## config.mk

```make
export PLATFORM = sky130hd
export DESIGN_NAME = avr_serial_tx
export DESIGN_NICKNAME = d
export VERILOG_FILES = /design/src/rtl/avr_serial_pkg.sv /design/src/rtl/avr_tx_fifo.sv /design/src/rtl/avr_serial_tx.sv
export SDC_FILE = /design/constraint.sdc
export NUM_CORES = 1
export LEC_CHECK = 0
export ABC_AREA = 1
export CORE_UTILIZATION = 60
export DETAILED_ROUTE_END_ITERATION = 10
export DONT_BUFFER_PORTS = 1
export GPL_TIMING_DRIVEN = 0
export PLACE_DENSITY = 0.87
export SYNTH_ARGS = -nofsm -noshare
export SYNTH_HDL_FRONTEND = slang
export SYNTH_SLANG_ARGS = --single-unit
```

## constraint.sdc

```tcl
create_clock -name clk_i -period 2.9 [get_ports clk_i]
set_clock_uncertainty 0.05 [all_clocks]
set_input_delay 0.29 -clock clk_i [delete_from_list [all_inputs] [get_ports clk_i]]
set_output_delay 0.29 -clock clk_i [all_outputs]
set_load 0.05 [all_outputs]
```

## src/rtl/avr_serial_pkg.sv

```systemverilog
// Shared types and defaults for the FPGA-to-AVR serial transmitter.
package avr_serial_pkg;

  typedef enum logic [1:0] {
    StIdle,
    StStart,
    StData,
    StStop
  } tx_state_e;

  localparam int unsigned DefaultClkRate = 50_000_000;
  localparam int unsigned DefaultBaud    = 500_000;

  function automatic int unsigned clks_per_bit(input int unsigned clk_rate,
                                               input int unsigned baud);
    return clk_rate / baud;
  endfunction

endpackage

```

## src/rtl/avr_tx_fifo.sv

```systemverilog
// Byte FIFO for the serial transmitter; pointers carry one extra wrap bit.
module avr_tx_fifo #(
  parameter int unsigned AddrW = 4
) (
  input  logic       clk_i,
  input  logic       rst_i,
  input  logic       push_i,
  input  logic       pop_i,
  input  logic [7:0] data_i,
  output logic [7:0] data_o,
  output logic       full_o,
  output logic       empty_o
);

  localparam int unsigned Depth = 2 ** AddrW;

  logic [AddrW:0] wr_ptr_q, wr_ptr_d;
  logic [AddrW:0] rd_ptr_q, rd_ptr_d;
  logic [7:0]     mem_q [Depth];
  logic           push_ok, pop_ok;

  assign empty_o = (wr_ptr_q == rd_ptr_q);
  assign full_o  = (wr_ptr_q[AddrW] != rd_ptr_q[AddrW]) &&
                   (wr_ptr_q[AddrW-1:0] == rd_ptr_q[AddrW-1:0]);
  assign push_ok = push_i && !full_o;
  assign pop_ok  = pop_i && !empty_o;
  assign data_o  = mem_q[rd_ptr_q[AddrW-1:0]];

  always_comb begin
    wr_ptr_d = wr_ptr_q + {{AddrW{1'b0}}, push_ok};
    rd_ptr_d = rd_ptr_q + {{AddrW{1'b0}}, pop_ok};
  end

  always_ff @(posedge clk_i or posedge rst_i) begin
    if (rst_i) begin
      wr_ptr_q <= '0;
      rd_ptr_q <= '0;
    end else begin
      wr_ptr_q <= wr_ptr_d;
      rd_ptr_q <= rd_ptr_d;
    end
  end

  always_ff @(posedge clk_i) begin
    if (push_ok) mem_q[wr_ptr_q[AddrW-1:0]] <= data_i;
  end

endmodule

```

## src/rtl/avr_serial_tx.sv

```systemverilog
// 8N1 UART transmitter toward the AVR, held off by the AVR's rx-busy flag.
// Define AVR_SERIAL_TX_FIFO_EN to replace the holding register with a FIFO.
module avr_serial_tx
  import avr_serial_pkg::*;
#(
  parameter int unsigned CLK_RATE    = DefaultClkRate,
  parameter int unsigned BAUD        = DefaultBaud,
  parameter int unsigned FIFO_ADDR_W = 4
) (
  input  logic       clk_i,
  input  logic       rst_i,
  input  logic [7:0] data_i,
  input  logic       new_data_i,
  output logic       ready_o,
  input  logic       avr_rx_busy_i,
  output logic       tx_o,
  output logic       busy_o
);

  localparam int unsigned ClksPerBit = clks_per_bit(CLK_RATE, BAUD);
  localparam int unsigned CntW       = (ClksPerBit > 1) ? $clog2(ClksPerBit) : 1;
  localparam logic [CntW-1:0] CntMax = CntW'(ClksPerBit - 1);

  if (ClksPerBit < 2 || FIFO_ADDR_W < 1) begin : g_bad_cfg
    $error("avr_serial_tx: CLK_RATE/BAUD must be >= 2 and FIFO_ADDR_W >= 1");
  end

  tx_state_e       state_q, state_d;
  logic [CntW-1:0] cnt_q, cnt_d;
  logic [2:0]      bit_q, bit_d;
  logic [7:0]      shift_q, shift_d;
  logic            tx_q, tx_d;
  logic            sync1_q, sync2_q;
  logic            init_q;
  logic            push, pop;
  logic            st_full, st_empty;
  logic [7:0]      st_data;

  assign ready_o = init_q && !st_full;
  assign push    = new_data_i && ready_o;
  assign pop     = (state_q == StIdle) && !st_empty && !sync2_q;
  assign busy_o  = (state_q != StIdle) || !st_empty;
  assign tx_o    = tx_q;

`ifdef AVR_SERIAL_TX_FIFO_EN
  avr_tx_fifo #(
    .AddrW (FIFO_ADDR_W)
  ) u_fifo (
    .clk_i   (clk_i),
    .rst_i   (rst_i),
    .push_i  (push),
    .pop_i   (pop),
    .data_i  (data_i),
    .data_o  (st_data),
    .full_o  (st_full),
    .empty_o (st_empty)
  );
`else
  logic       hold_valid_q;
  logic [7:0] hold_data_q;

  // A push only happens while empty, so it never collides with a pop.
  always_ff @(posedge clk_i or posedge rst_i) begin
    if (rst_i) begin
      hold_valid_q <= 1'b0;
      hold_data_q  <= '0;
    end else if (push) begin
      hold_valid_q <= 1'b1;
      hold_data_q  <= data_i;
    end else if (pop) begin
      hold_valid_q <= 1'b0;
    end
  end

  assign st_full  = hold_valid_q;
  assign st_empty = !hold_valid_q;
  assign st_data  = hold_data_q;
`endif

  always_ff @(posedge clk_i or posedge rst_i) begin
    if (rst_i) begin
      state_q <= StIdle;
      cnt_q   <= '0;
      bit_q   <= '0;
      shift_q <= '0;
      tx_q    <= 1'b1;
      sync1_q <= 1'b0;
      sync2_q <= 1'b0;
      init_q  <= 1'b0;
    end else begin
      state_q <= state_d;
      cnt_q   <= cnt_d;
      bit_q   <= bit_d;
      shift_q <= shift_d;
      tx_q    <= tx_d;
      sync1_q <= avr_rx_busy_i;
      sync2_q <= sync1_q;
      init_q  <= 1'b1;
    end
  end

  always_comb begin
    state_d = state_q;
    cnt_d   = cnt_q;
    bit_d   = bit_q;
    shift_d = shift_q;
    unique case (state_q)
      StIdle: begin
        if (pop) begin
          shift_d = st_data;
          cnt_d   = '0;
          state_d = StStart;
        end
      end
      StStart: begin
        if (cnt_q == CntMax) begin
          cnt_d   = '0;
          bit_d   = '0;
          state_d = StData;
        end else begin
          cnt_d = cnt_q + 1'b1;
        end
      end
      StData: begin
        if (cnt_q == CntMax) begin
          cnt_d   = '0;
          shift_d = {1'b0, shift_q[7:1]};
          bit_d   = bit_q + 3'd1;
          if (bit_q == 3'd7) state_d = StStop;
        end else begin
          cnt_d = cnt_q + 1'b1;
        end
      end
      StStop: begin
        if (cnt_q == CntMax) begin
          cnt_d   = '0;
          state_d = StIdle;
        end else begin
          cnt_d = cnt_q + 1'b1;
        end
      end
      default: state_d = StIdle;
    endcase
  end

  // Line level is computed from the next state so tx leaves a flop aligned with it.
  always_comb begin
    tx_d = 1'b1;
    unique case (state_d)
      StStart: tx_d = 1'b0;
      StData:  tx_d = shift_d[0];
      default: tx_d = 1'b1;
    endcase
  end

endmodule
```

# ---- Yosys cells after proc, flatten, opt, wreduce, memory -nomap -nowiden
# Index checks and enable logic that the tools add are counted.
dict set report word_totals {
  register_bits 33
  output_inout_bits 3
}
dict set report op_classes {
  eq_ne 10
  n_addsub 2
  muxes 18
  n_reduce_logical 15
}
# op n
set ops {}
lappend ops {{$mux 8} 2}
lappend ops {{$pmux 8 s2} 1}
lappend ops {{$mux 7} 2}
lappend ops {{$pmux 7 s2} 1}
lappend ops {{$mux 2} 5}
lappend ops {{$pmux 2 s4} 1}
lappend ops {{$reduce_bool 2->1} 4}
lappend ops {{$add 7x1->7 const B} 1}
lappend ops {{$eq 7x7->1 const B} 1}
lappend ops {{$eq 2x2->1 const B} 3}
lappend ops {{$mux 3} 2}
lappend ops {{$ne 2x2->1 const B} 3}
lappend ops {{$pmux 3 s2} 1}
lappend ops {{$reduce_and 3->1} 2}
lappend ops {{$eq 2x1->1 const B} 2}
lappend ops {{$logic_and 1x1->1} 4}
lappend ops {{$add 3x1->3 const B} 1}
lappend ops {{$eq 3x3->1 const B} 1}
lappend ops {{$reduce_or 3->1} 1}
lappend ops {{$logic_not 1->1} 2}
lappend ops {{$logic_not 2->1} 1}
lappend ops {{$mux 1} 2}
lappend ops {{$pmux 1 s2} 1}
lappend ops {{$logic_or 1x1->1} 1}

# ---- Logic depth before layout (Yosys ltp)
# Gate-level depths: netlist (run 1).
dict set report logic_depth {
  depth_word 7
  mapped_depth 11
  ltp_nobuf 11
}

# ---- Worst setup path after synthesis (run 1)
# No wires, ideal clock.
dict set report synth_timing {
  kind {reg2reg}
  startpoint {reg hold_valid_q}
  endpoint {reg hold_data_q[0]}
  t_required_ns 2.722
  setup_ns 0.128
  path_buffers 1
  path_slack_ns 0.877
  period_less_slack_ns 2.023
  stages_incl_launch_ff 5
  arrival_time_ns 1.845
  cell_sequence {dfrtp_1 > nor2_1 > nand2_1 > buf_2 > mux2_1}
}
dict set report synth_between {
  elab_chain_len 3
}
# element line
set synth_lines {}
lappend synth_lines {{from (decl)} avr_serial_tx.sv:59} ;# logic hold_valid_q;
lappend synth_lines {{from (signal assigned)} avr_serial_tx.sv:65} ;# hold_valid_q <= 1'b0;
lappend synth_lines {{from (signal assigned)} avr_serial_tx.sv:68} ;# hold_valid_q <= 1'b1;
lappend synth_lines {{from (signal assigned)} avr_serial_tx.sv:71} ;# hold_valid_q <= 1'b0;
lappend synth_lines {{$logic_not 1->1} --}
lappend synth_lines {{$logic_and 1x1->1} avr_serial_tx.sv:39} ;# assign ready_o = init_q && !st_full;
lappend synth_lines {{via ready_o} avr_serial_tx.sv:14} ;# output logic ready_o,
lappend synth_lines {{$logic_and 1x1->1} avr_serial_tx.sv:40} ;# assign push = new_data_i && ready_o;
lappend synth_lines {{to (signal assigned)} avr_serial_tx.sv:69} ;# hold_data_q <= data_i;
lappend synth_lines {{to (decl)} avr_serial_tx.sv:60} ;# logic [7:0] hold_data_q;
# The timed path passes the listed nets, and every way through them passes these cells.
# A chain may end at the register's enable or synchronous reset.

# ---- Final worst setup path (run 1)
dict set report layout_timing {
  startpoint {reg hold_valid_q}
  endpoint {reg hold_data_q[5]}
}
# The elaborated chain is that of the path after synthesis.

==> summary.txt, run 1 <==
Crit path required time - 3.07 ns
# port buffers - 0
die area - 0.003099 mm^2
TNS Setup - 0 ns
Post-Syn Nets - 209
max-cap violations - 0
Root Driver - clkbuf_4
Met2 Wirelength - 1681 um
Peak VDD IR - 0.0005177 V
RSZ-0062 raised after global routing - no
Hold Violations, Final - 0
post-route ant nets - 0
EDFF count, synth - 0
max frequency - 447.5 MHz
Syn Std Cell Area - 0.001728 mm^2
share of flip-flops with an asynchronous set or reset - 1.000
class of the worst hold path - primary input to register
Cell Rows - 19
effective utilization at floorplan - 0.6320
CTS sink count - 33
CTS tree - yes
Layout Area Growth over Synthesis - 7.458%
Setup CP Type - register to register
Final Cell Area - 0.001857 mm^2
layout cells sized above 1 - 0.2400
iteration-0 DRC count of the detailed router - 32
vias per cell - 5.424
Routed WL - 3210 um
Initial DRT Pass Iterations - 4
top sig layer - met4
IO Pins - 15
result of the run - finished clean
Num CTS Buffers - 5
Die Span Y - 55.67 um
GRT Residual Overflow - 0
clk slew on worst S/H paths - 0.10 ns
register area share after synthesis - 0.4786
R2R cell count - 4
leakage power - 0.0008982 uW
Final #Nets - 219
commonest cells after routing, fill and taps aside - nand2_1 (44), dfrtp_1 (32), inv_1 (20)
Clock Path Buffers - 2
initial antenna violation count - 0
Worst-Margin Slew - 0.9691 ns
Area after DPL - 0.001767 mm^2
DRC Markers - 0
final core utilization - 0.6792
top_reg_cell synth - dfrtp_1
Vias - 1253
first-pass GRT wire length - 5768 um
worst skew pair latency - 0.33 ns
reg2reg setup slack - 0.67 ns
Overall Power - 863.9 uW
final worst-path cycle share - 0.7705
htree depth - 2
Seq cells post-synth - 33
shortest period the worst path allows - 2.235 ns
CP endpoint kind - register
Synth cell types - 31
vias in the first global route - 1412
Cells after Synth - 189
largest net degree at the start of global routing - 34
power per cell area - 465.3 mW/mm^2
# setup viols final - 0
crit path max fanout - 10
GRT Overall Usage - 0.2452
antenna fix cells - 0
Pins Over Slew Limit - 0
Avg Inst Size Synth - 9.142 um^2
dpl hpwl - 2276 um
wire length on met1 - 1306 um
die width - 55.67 um
Hold Path Depth - 1
Slew HR - 0.3516
commonest non-fill, non-tap cell in the layout - nand2_1
buffer count from post-CTS setup fixing - 0
Worst Path Arrival - 2.40 ns
Placer Congestion - 0.8200
yosys warns - 0
CORE AREA - 0.002734 mm^2
Setup crit start kind - register
Wirelength per Cell - 13.90 um
met3 wire length - 143 um
per-layer routing:
metal / vias to the layer above / track usage
li1: 625 / -
met5: - / 0
met4: 0 / 0.1357
met2: 32 / 0.4286
met1: 589 / 0.2629
met3: 7 / 0.07442
power by group:
part           internal (uW)  total, uW  switching, uW
sequential               512        550           38.2
combinational           34.4       72.9           38.5
clock                   94.3        241            147
total                    641        864            223
synth_stat cells, types with 3 or more instances:
cell / instances / area share
nor2_2: 9 / 0.033
inv_2: 5 / 0.011
a21oi_2: 11 / 0.056
dfrtp_1: 32 / 0.46
inv_1: 21 / 0.046
o21ai_1: 3 / 0.0087
ha_1: 8 / 0.058
nand3_1: 7 / 0.020
a21oi_1: 7 / 0.020
nand2_1: 44 / 0.096
mux2_1: 3 / 0.020
nor2_1: 11 / 0.024
o21ai_0: 6 / 0.017
cell type report:
class                           instances  area, um^2
Fill cell                             190       877.1
Sequential cell                        33       827.0
Tap cell                               31       38.79
Inverter                               27       106.4
Clock buffer                            7       45.04
Multi-Input combinational cell        127       769.5
Buffer                                  2       25.02
Clock inverter                          1       5.005
Timing Repair Buffer                    3       40.04
cells by family (layout without fill, tap and decap cells):
| logic type | after synthesis | count (layout) | synth area share |
|---|---|---|---|
| flops | 33 | 33 | 0.4786 |
| buf+inv | 29 | 40 | 0.07603 |
| other cells | 1 | 1 | 0.002170 |
| fa+ha+maj | 8 | 8 | 0.05793 |
| compound gates | 33 | 33 | 0.1361 |
| mux | 5 | 5 | 0.03258 |
| simple gates | 80 | 80 | 0.2165 |
registers in the layout, summed over array words and instances, names as in the netlist:
name	count
hold_data_q	8
shift_q	8
cnt_q	7
bit_q	3
state_q	2
hold_valid_q	1
init_q	1
sync1_q	1
sync2_q	1
tx_o	1
stage by stage:
step	hold slack, ns	setup WS (ns)	std cells
after floorplan	0.2714	0.8770	189
after global placement	0.2715	0.7809	220
after detailed placement	0.2715	0.7389	220
after CTS	0.01850	0.7268	229
after global routing	0.01048	0.5409	231
final	0.03460	0.6654	231
worst max-delay path, stage by stage (launching register included):
cell and delay (ns):
dfrtp_1 0.46, nor2_1 0.77, nand2_1 0.23, buf_2 0.27, mux2_1 0.34
worst paths after layout:
path / from / endpoint
worst max-delay path: hold_valid_q / hold_data_q[5]
worst min-delay path: data_i[6] / hold_data_q[6]
worst max register to register: hold_valid_q / hold_data_q[5]
worst min register to register: sync1_q / sync2_q
max in group asynchronous: rst_i / tx_o
min in group asynchronous: rst_i / hold_data_q[6]
repair_timing:
| action | 4_1_cts | 5_1_grt |
|---|---|---|
| endpoints found under the setup margin | 0 | 0 |
| hold endpoints to repair | 1 | 32 |
| hold buffers | 1 | 1 |
| gates resized for setup | 0 | 0 |
(Power assumes the default switching activity.)
==> run 2, diff against run 1 <==
- CORE_UTILIZATION: 60 -> 56
- PLACE_DENSITY: 0.87 -> 0.85
- clock period: 2.9 -> 1.85 ns (I/O delays scaled with it)
==> run 2 against run 1 <==
Compared with the run above:
- the flow now finishes with violations (design-rule violations)
- worst hold slack improved by 0.049 ns
- count of clock-buffer cells in the layout rose by 1
- sequential power rose by 59%
- non-clock buffer count rose by 9
- first-iteration DRC count increased by 44%
- utilization grew 2.2 points
- total power grew 67%
- register-to-register slack got worse by 0.61 ns
- die area rose by 6.9%
- cell area grew 6.8%
==> summary.txt, run 2 (synthesis results as in run 1) <==
result of the run - finished with violations
failing checks - design-rule violations
power per cell area - 725.3 mW/mm^2
Fill cells - 180
Routed WL - 3715 um
Placer Congestion - 0.8263
TNS Setup - 0 ns
first-pass GRT wire length - 5796 um
Wirelength per Cell - 15.48 um
class of the worst hold path - primary input to register
Setup crit start kind - register
Setup CP Type - register to register
CTS tree - yes
Initial DRT Pass Iterations - 7
final worst-path cycle share - 0.9696
CTS sink count - 33
GRT Overall Usage - 0.2342
R2R cell count - 9
effective utilization at floorplan - 0.6108
antenna fix cells - 0
R2R Path End - shift_q[2]
dpl hpwl - 2225 um
CORE AREA - 0.002829 mm^2
Min-Delay Endpoint - hold_data_q[7]
final core utilization - 0.7010
Hold Violations, Final - 0
FF-to-FF Start - state_q[0]
Vias - 1323
Worst Path Arrival - 1.97 ns
iteration-0 DRC count of the detailed router - 46
RSZ-0062 raised after global routing - yes
# port buffers - 0
Hold Path Depth - 2
worst skew pair latency - 0.33 ns
Root Driver - clkbuf_4
Num CTS Buffers - 5
DRC Markers - 1
die area - 0.003311 mm^2
crit path max fanout - 10
reg2reg setup slack - 0.06 ns
Worst-Margin Slew - 0.5967 ns
Crit path required time - 2.03 ns
htree depth - 2
post-route ant nets - 0
Slew HR - 0.5997
largest net degree at the start of global routing - 34
Layout Area Growth over Synthesis - 14.77%
commonest cells after routing, fill and taps aside - nand2_1 (44), dfrtp_1 (32), inv_1 (20)
Peak VDD IR - 0.0006586 V
commonest non-fill, non-tap cell in the layout - nand2_1
max-cap violations - 0
shortest period the worst path allows - 1.794 ns
IO Pins - 15
Final #Nets - 228
vias per cell - 5.513
CP endpoint kind - register
Pins Over Slew Limit - 0
layout cells sized above 1 - 0.2440
Overall Power - 1438 uW
largest registers - hold_data_q (8), shift_q (8), cnt_q (7)
Die Span Y - 57.55 um
worst hold margin - 0.08352 ns
Final Worst Setup Slack - 0.05626 ns
leakage power - 0.0009419 uW
GRT Residual Overflow - 0
Clock Path Buffers - 2
clk slew on worst S/H paths - 0.11 ns
Cell Rows - 19
max frequency - 557.5 MHz
# setup viols final - 0
initial antenna violation count - 0
min-delay src - new_data_i
die width - 57.55 um
DP Worst Slack - -0.05531 ns
vias in the first global route - 1320
==> run 2: cell count changes in the layout (fill, tap and decap cells not counted), sizes merged <==
cell / previous run / this run
clkinv: 2 / 1
dlygate4sd3: 2 / 10
buf: 3 / 4
clkbuf: 7 / 8
==> run 2: worst max-delay path, stage by stage (launching register included) <==
cell and delay (ns):
dfrtp_1 0.41, inv_1 0.15, ha_2 0.27, a21boi_4 0.25
nor2_1 0.08, nand2_2 0.10, buf_12 0.15, inv_6 0.05
nor2_2 0.10, a21oi_2 0.06
==> run 2: timing repair <==
item | 4_1_cts | 5_1_grt
gates resized for setup | 1 | 3
setup buffers | 0 | 1
endpoints found under the setup margin | 3 | 11
endpoints found under the hold margin | 9 | 13
hold buffers | 9 | 1
==> run 2: stage by stage <==
stage	cell area, um^2	instances
after floorplan	1730	189
after global placement	1769	220
after CTS	1923	237
after detailed placement	1769	220
after global routing	1983	240
final	1983	240
==> run 2: worst max path at each step <==
stage | from | end | cells after the start
2_1_floorplan | hold_valid_q | hold_data_q[0] | 4
3_3_place_gp | hold_valid_q | hold_data_q[0] | 4
3_5_place_dp | hold_valid_q | hold_data_q[0] | 4
4_1_cts | state_q[0] | shift_q[2] | 9
5_1_grt | state_q[0] | cnt_q[6] | 9
6_report | state_q[0] | shift_q[2] | 9
==> run 2: power breakdown <==
group	leakage, uW	internal [uW]	switching [uW]
clock network	0.0000326	188	240
registers	0.000395	803	69.4
logic	0.000514	68.1	70.7
==> run 2: layer usage <==
layer	vias up	global-route usage	routed length [um]
met2	45	0.3920	1873
met5	-	0	0
met3	11	0.05669	183
met1	626	0.2965	1554
li1	641	-	-
met4	0	0.08362	104
==> run 2: cell type report <==
| cell class | instances | area [um^2] | area share |
|---|---|---|---|
| sequential | 33 | 827.0 | 0.4170 |
| buffer | 2 | 25.02 | 0.01262 |
| multi-input combinational | 127 | 792.0 | 0.3994 |
| tap | 31 | 38.79 | 0.01956 |
| clock buffer | 8 | 58.81 | 0.02965 |
| inverter | 27 | 106.4 | 0.05363 |
| timing repair buffer | 12 | 135.1 | 0.06814 |
